File: src/rtl/syn_fifo_v2.sv
// syn_fifo_v2: single-clock FIFO with one-cycle registered read data and
// occupancy flags derived from the registered count.
// Optional feature macro: SYN_FIFO_V2_ERR_EN compiles in sticky overflow/underflow
// tracking. When it is undefined, overflow/underflow are tied low and err_clr is ignored.
module syn_fifo_v2 #(
  parameter int unsigned DEPTH    = 8,
  parameter int unsigned WIDTH    = 8,
  parameter int unsigned AF_LEVEL = DEPTH - 2,
  parameter int unsigned AE_LEVEL = 2
) (
  input  logic                     clk,
  input  logic                     rst,
  input  logic [WIDTH-1:0]         w_data,
  input  logic                     w_en,
  output logic                     full,
  output logic                     almost_full,
  input  logic                     r_en,
  output logic [WIDTH-1:0]         r_data,
  output logic                     r_valid,
  output logic                     empty,
  output logic                     almost_empty,
  output logic [$clog2(DEPTH):0]   count,
  output logic                     overflow,
  output logic                     underflow,
  input  logic                     err_clr
);

  localparam int unsigned AW = $clog2(DEPTH);

  // Pointers and count share one width: address bits plus a wrap bit.
  typedef logic [AW:0] ptr_t;

  localparam ptr_t PtrOne   = ptr_t'(1);
  localparam ptr_t DepthCnt = ptr_t'(DEPTH);
  localparam ptr_t AfCnt    = ptr_t'(AF_LEVEL);
  localparam ptr_t AeCnt    = ptr_t'(AE_LEVEL);

  logic [WIDTH-1:0] mem_q [DEPTH];

  ptr_t             wr_ptr_q, wr_ptr_d;
  ptr_t             rd_ptr_q, rd_ptr_d;
  ptr_t             count_q, count_d;
  logic [WIDTH-1:0] r_data_q;
  logic             r_valid_q;

  logic             rd_acc;
  logic             wr_acc;

  // Request acceptance and next-state for pointers and occupancy.
  always_comb begin
    rd_acc   = r_en && (count_q != '0);
    // A full FIFO still takes a write when a read frees a slot in the same cycle.
    wr_acc   = w_en && ((count_q != DepthCnt) || rd_acc);
    wr_ptr_d = wr_acc ? wr_ptr_q + PtrOne : wr_ptr_q;
    rd_ptr_d = rd_acc ? rd_ptr_q + PtrOne : rd_ptr_q;
    count_d  = count_q;
    unique case ({wr_acc, rd_acc})
      2'b10:   count_d = count_q + PtrOne;
      2'b01:   count_d = count_q - PtrOne;
      default: count_d = count_q;
    endcase
  end

  // Control state: pointers, count and the registered read port.
  always_ff @(posedge clk) begin
    if (rst) begin
      wr_ptr_q  <= '0;
      rd_ptr_q  <= '0;
      count_q   <= '0;
      r_data_q  <= '0;
      r_valid_q <= 1'b0;
    end else begin
      wr_ptr_q  <= wr_ptr_d;
      rd_ptr_q  <= rd_ptr_d;
      count_q   <= count_d;
      r_valid_q <= rd_acc;
      if (rd_acc) begin
        r_data_q <= mem_q[rd_ptr_q[AW-1:0]];
      end
    end
  end

  // Storage array; not cleared by reset, only gated so reset wins over a write.
  always_ff @(posedge clk) begin
    if (!rst && wr_acc) begin
      mem_q[wr_ptr_q[AW-1:0]] <= w_data;
    end
  end

`ifdef SYN_FIFO_V2_ERR_EN
  logic overflow_q;
  logic underflow_q;

  // Sticky error flags; a new error in the same cycle as err_clr keeps the flag set.
  always_ff @(posedge clk) begin
    if (rst) begin
      overflow_q  <= 1'b0;
      underflow_q <= 1'b0;
    end else begin
      if (w_en && !wr_acc) begin
        overflow_q <= 1'b1;
      end else if (err_clr) begin
        overflow_q <= 1'b0;
      end
      if (r_en && (count_q == '0)) begin
        underflow_q <= 1'b1;
      end else if (err_clr) begin
        underflow_q <= 1'b0;
      end
    end
  end

  assign overflow  = overflow_q;
  assign underflow = underflow_q;
`else
  logic unused_err_clr;
  assign unused_err_clr = err_clr;
  assign overflow       = 1'b0;
  assign underflow      = 1'b0;
`endif

  assign count        = count_q;
  assign empty        = (count_q == '0);
  assign full         = (count_q == DepthCnt);
  assign almost_full  = (count_q >= AfCnt);
  assign almost_empty = (count_q <= AeCnt);
  assign r_data       = r_data_q;
  assign r_valid      = r_valid_q;

endmodule

File: config.mk
export PLATFORM = sky130hd
export DESIGN_NAME = syn_fifo_v2
export DESIGN_NICKNAME = d
export VERILOG_FILES = /design/src/rtl/syn_fifo_v2.sv
export SDC_FILE = /design/constraint.sdc
export NUM_CORES = 1
export LEC_CHECK = 0
export ABC_AREA = 1
export CAP_MARGIN = 20
export CORE_UTILIZATION = 40
export CTS_CLUSTER_SIZE = 12
export DETAILED_ROUTE_END_ITERATION = 16
export GPL_ROUTABILITY_DRIVEN = 0
export PLACE_DENSITY = 0.67
export SLEW_MARGIN = 0
export SYNTH_ARGS = -nofsm -noshare
export SYNTH_HDL_FRONTEND = slang
export SYNTH_SLANG_ARGS = --single-unit
File: constraint.sdc
create_clock -name clk -period 1.66 [get_ports clk]
set_input_delay 0.332 -clock clk [delete_from_list [all_inputs] [get_ports clk]]
set_output_delay 0.332 -clock clk [all_outputs]
set_load 0.01 [all_outputs]
Word level (Yosys, flattened, before mapping)
Memories as Yosys holds them, arrays and structs flattened. A register that Yosys moved wholly into a read port is not among the register bits. Cells that the tools add are included.

Output and inout port bits: 19. Register bits: 13. Bits in writable memories: 64. Logic and storage cells: 26. Memories kept: 1. Bits of input ports: 13.

Memories: mem_q (words 8, bits a word 8, rd ports 1, clocked after Yosys merged registers in 1, write ports 1, line 38) `logic [WIDTH-1:0] mem_q [DEPTH];`.

Reduce and logical (&&, ||, !) cells: 8. Multiplexer cells: 3. Eq/ne operators: 4. $add $sub $neg: 4. $lt $le $gt $ge: 2.

Operators by type and width (count): adder 4 x 1 -> 4 bit, second input constant (3); one-hot mux 4 bit (2 select lines) (1); == test 4 bit, second input constant (1); greater-or-equal comparator 4 x 3 -> 1 bit, second input constant (1); less-or-equal comparator 4 x 2 -> 1 bit, second input constant (1); zero test 4 bit (1); inequality test 4 bit, second input constant (1); nonzero test 4 bit (1); subtractor 4 x 1 -> 4 bit, second input constant (1); logical AND 1 bit (3); == test 2 x 1 -> 1 bit, second input constant (1); == test 2 bit, second input constant (1); two-way mux 1 bit (2); nonzero test 2 bit (1); zero test 1 bit (1); logical OR 1 bit (1).

Depth between registers and ports, before layout
Depth in word-level cells: 7. Depth in mapped cells: 13. Mapped depth without buffers: 13.

Least setup slack after synthesis
Ideal clock, no wire load.

Path type: register to register. From: register count_q[1] (netlist: count[1]). To: memory mem_q[0][0], enable pin. Clock period less this slack: 1864 ps. Required time: 1277 ps. Path buffers: 0. Setup time: 383 ps. Data arrival time: 1481 ps. Stages on the path, launching flop included: 7. Slack: -204 ps. Path through: dfxtp_1 nor2_4 nand4_1 nand2_1 inv_1 nand2_1 nor3_1.

Longest elaborated chain between the ends: 7. Elaborated cells on any way between the ends: 8. Those cells by class: eq/ne (1); mux (2); reduce/logical (5).

Ends and longest elaborated chain: start: declaration (line 42) `ptr_t count_q, count_d;`; start signal: assignment (line 75) `count_q <= count_d;`; nonzero test 4 bit (line 51) `rd_acc = r_en && (count_q != '0);`; logical AND 1 bit (line 51); logical OR 1 bit (*) (line 53) `wr_acc = w_en && ((count_q != DepthCnt) || rd_acc);`; logical AND 1 bit (*) (line 53); logical AND 1 bit (*) (line 85) `if (!rst && wr_acc) begin`; two-way mux 1 bit (*) (line 85); two-way mux 1 bit (implied by the code) (*) (line 86) `mem_q[wr_ptr_q[AW-1:0]] <= w_data;`; end: declaration (line 38).

Every way passes the cells marked *; elsewhere a longest branch is shown, timed or not.

Worst setup path in the final report
From: input r_en. To: memory mem_q[7][5], enable pin.

Longest elaborated chain between the ends: 6.

Ends and longest elaborated chain: start: declaration (line 17) `input logic r_en,`; logical AND 1 bit (line 51); logical OR 1 bit (line 53); logical AND 1 bit (line 53); logical AND 1 bit (line 85); two-way mux 1 bit (line 85); two-way mux 1 bit (implied by the code) (line 86).

No other way between the ends.

==> summary.txt <==
Power
  – VDD IR-drop max: 452 uV
  – Power Total: 5570 uW
  – Leak pwr: 0.00174 uW
  – Power density cells: 1300 mW/mm^2

Drt
  – Total routed wirelength: 7.25 mm
  – Final routed DRC violation total: 0
  – Drt first pass iters: 5
  – Vias after detailed routing: 2591
  – Per-cell routed wire length: 14.0 um
  – Number of antenna-violating nets in the routed design: 0
  – Initial DRC Count: 143
  – Vias per inst: 5.01

Global route
  – Global-route wire length before repair: 12.0 mm
  – Number of global-route vias before repair: 2478
  – Largest net degree at the start of global routing: 35
  – Overall routing resource usage: 16.7%
  – Global-route congestion overflow total: 0
  – Initial antenna violation count: 0

STA
  – Fin Hold WS: 0.467 ns
  – Setup repair after global routing missed its margin: true
  – Fin Clk Skew: 0.0124 ns
  – Number of hold violations in the final report: 0
  – Post-layout min period: 1.65 ns
  – Sum Neg Setup Slack: 0 ns
  – Share of the clock period used by the worst path after layout: 99.7%
  – Final count of pins violating max slew: 0
  – Count of final setup violators: 0
  – Highest attainable clock frequency: 604 MHz

Clocking
  – Largest buffer count on any clock path: 2
  – Clock insertion delay at the later pin of the skew report: 0.35 ns
  – # Post-CTS Setup Buffers: 0
  – Clock-pin transition on the worst setup and hold timing paths: 0.08 ns
  – Number of H-tree branching levels: 3
  – Hold-fix buffers, CTS: 0
  – CTS sink cnt: 83
  – CTS tree: done
  – Number of clock buffers inserted by TritonCTS: 9
  – Root Driver: clkbuf_8

Finish
  – Nets: 422
  – Number of antenna repair diodes: 0
  – Area taken by flip-flops and latches: 0.00231 sq mm
  – Multi-input gate area: 0.00108 sq mm
  – Share of cells above drive strength 1: 15.6%
  – Layout Area Growth over Synthesis: 19.7%
  – Layout filler cell count: 786
  – Final instance area: 0.00430 sq mm

Worst hold path
  – Worst hold path endpoint: r_data[4]$_SDFFE_PP0N_
  – Class of the worst hold path: flop to flop
  – Cell count of the worst hold path: 2
  – Hold Path Origin: r_data[4]$_SDFFE_PP0N_

Synthesis
  – Syn avg cell area: 10.1 sq um
  – Sequential area share after synthesis: 64.2%
  – Total of flip-flops plus latches after synthesis: 83
  – Synth unique cells: 28
  – Post-synth design cell area: 0.00359 sq mm
  – Cell count after synthesis: 356
  – Yosys warning total: 0

Worst setup path
  – Cell with the biggest individual delay on the critical path: clkdlybuf4s50_1
  – Register-to-Register Path Depth: 12
  – Arrival time at the worst endpoint: 1.73 ns
  – Critical path peak fanout: 8
  – Worst Path Class, Setup: input port to flop
  – Worst path cell trace: clkdlybuf4s50_1, inv_1, nand4_1, nand2_1, inv_1, nand3_1, nor2_2, buf_4
  – Worst endpoint required time: 1.73 ns
  – Max stage delay on crit path: 0.52 ns
  – Worst path top cell family by delay: buffers and inverters
  – Endpoint kind of the worst setup timing path: flop
  – Reg-to-reg slack, setup: 0.04 ns
  – Endpoint of the most critical register-to-register path: count[3]$_SDFFE_PP0P_
  – Cell with the most instances on the worst path: inv_1
  – Worst setup SP type: input port
  – Launch instance of the worst register-to-register path: count[2]$_SDFFE_PP0P_
  – CP Buf/Inv Count: 4

Die
  – Die span in x: 96.7 um
  – Core footprint: 0.00872 sq mm
  – Floorplan die height: 96.7 um
  – Boundary Pins: 32
  – Site row count: 34
  – Starting density of the core: 41.1%
  – Die area: 0.00935 sq mm

Placement
  – HPWL reported at the end of detailed placement: 5.12 mm
  – Port Buffers: 28
  – Area of placed instances: 0.00413 sq mm

Run status
  – Result of the run: finished clean

Job
  – Max-cap violations: 0
==> synth_stat cells <==
cell type | instances | area, sq um
nand4_1 | 1 | 6.26
inv_2 | 2 | 7.51
buf_2 | 7 | 35.0
nand2_4 | 3 | 33.8
edfxtp_1 | 64 | 1920
xor2_1 | 2 | 17.5
dfxtp_1 | 19 | 380
o21ai_0 | 12 | 60.1
clkbuf_1 | 1 | 3.75
nor2_4 | 1 | 11.3
buf_4 | 7 | 52.6
a21oi_1 | 15 | 75.1
conb_1 | 1 | 3.75
nor2_2 | 1 | 6.26
fa_1 | 1 | 20.0
inv_4 | 2 | 12.5
a21oi_2 | 1 | 8.76
ha_1 | 4 | 50.1
nor2_1 | 29 | 109
nand3_1 | 37 | 185
clkinv_1 | 2 | 7.51
inv_1 | 30 | 113
buf_6 | 1 | 11.3
o21ai_1 | 4 | 20.0
nand2_2 | 1 | 6.26
nor3_1 | 4 | 20.0
nand3_2 | 3 | 30.0
nand2_1 | 101 | 379
==> power breakdown <==
group	internal [uW]	total, uW	switching [uW]
sequential	2390	2510	118
clock	560	1310	754
combinational	730	1750	1020
total	3680	5570	1890
==> state kept, by name, summed over array words and instances, names as in the netlist <==
name,count
count,4
mem_q,64
r_data,8
r_valid,1
rd_ptr_q,3
wr_ptr_q,3
==> logic make-up (layout without fill, tap and decap cells) <==
family,count (synthesis),count (layout),synth area share (%)
compound gates,32,32,4.57
fa+ha+maj,5,5,1.95
xor+xnor,2,2,0.488
buf+inv,52,104,6.77
simple gates,181,181,21.9
flops,83,83,64.2
other cells,1,2,0.105
==> cell usage in the layout, fill, tap and decap left out, types with 3 or more instances in the layout <==
cell	Yosys	layout
ha_1	4	3
nor2_2	1	4
a21oi_1	15	14
o21ai_0	12	11
nor2_1	29	25
nand3_1	37	37
dlygate4sd2_1	0	6
nand2_1	101	101
clkbuf_8	0	9
edfxtp_1	64	64
clkdlybuf4s50_1	0	20
dfxtp_1	19	15
inv_1	30	30
nand3_2	3	3
nor3_1	4	4
buf_4	7	23
nand2_4	3	3
o21ai_1	4	5
dfxtp_2	0	4
inv_6	0	3
==> final cells by class <==
type	count	share of cell area, %
clock buffer	10	2.97
clock inverter	6	1.11
inverter	36	3.26
multi-input combinational	222	25.1
sequential	83	53.7
tap	108	3.15
timing repair buffer	52	10.7
==> tightest hold or removal path, delay by kind of cell, from the launching register on <==
family          cells  cell delay, ns
flops               1            0.31
compound gates      1            0.05
simple gates        1            0.06
==> stage by stage <==
step	std cells	utilization, %	setup WS, ns
after floorplan	357	-	-0.204
after global placement	501	47.3	-0.360
after detailed placement	501	47.3	-0.361
after CTS	517	49.3	0.00258
after global routing	517	49.3	-0.0924
final	517	49.3	0.00554
==> worst max-delay path by stage <==
stage          cells past startpoint             startpoint               endpoint  slack, ns
6_report                           8                   r_en  mem_q[7][5]$_DFFE_PP_      0.006
5_1_grt                            8                   r_en  mem_q[7][5]$_DFFE_PP_      -0.09
4_1_cts                            8                   r_en  mem_q[7][5]$_DFFE_PP_      0.003
3_5_place_dp                       8                   r_en  mem_q[7][3]$_DFFE_PP_      -0.36
3_3_place_gp                       8                   r_en  mem_q[7][2]$_DFFE_PP_      -0.36
2_1_floorplan                      6  count[1]$_SDFFE_PP0P_  mem_q[0][0]$_DFFE_PP_      -0.20
==> timing repair <==
action                                  CTS  global route
endpoints found under the setup margin    9            67
pin swaps                                 0             0
resized for setup                        13             2
==> routing by layer <==
metal / global-route usage, % / wire length (um) / vias to the layer above
met5: 0 / 0 / -
met1: 21.2 / 3260 / 1223
li1: - / - / 1264
met4: 6.31 / 129 / 0
met2: 27.7 / 3480 / 92
met3: 3.97 / 380 / 12
No activity file was read; power rests on OpenSTA's default activity.
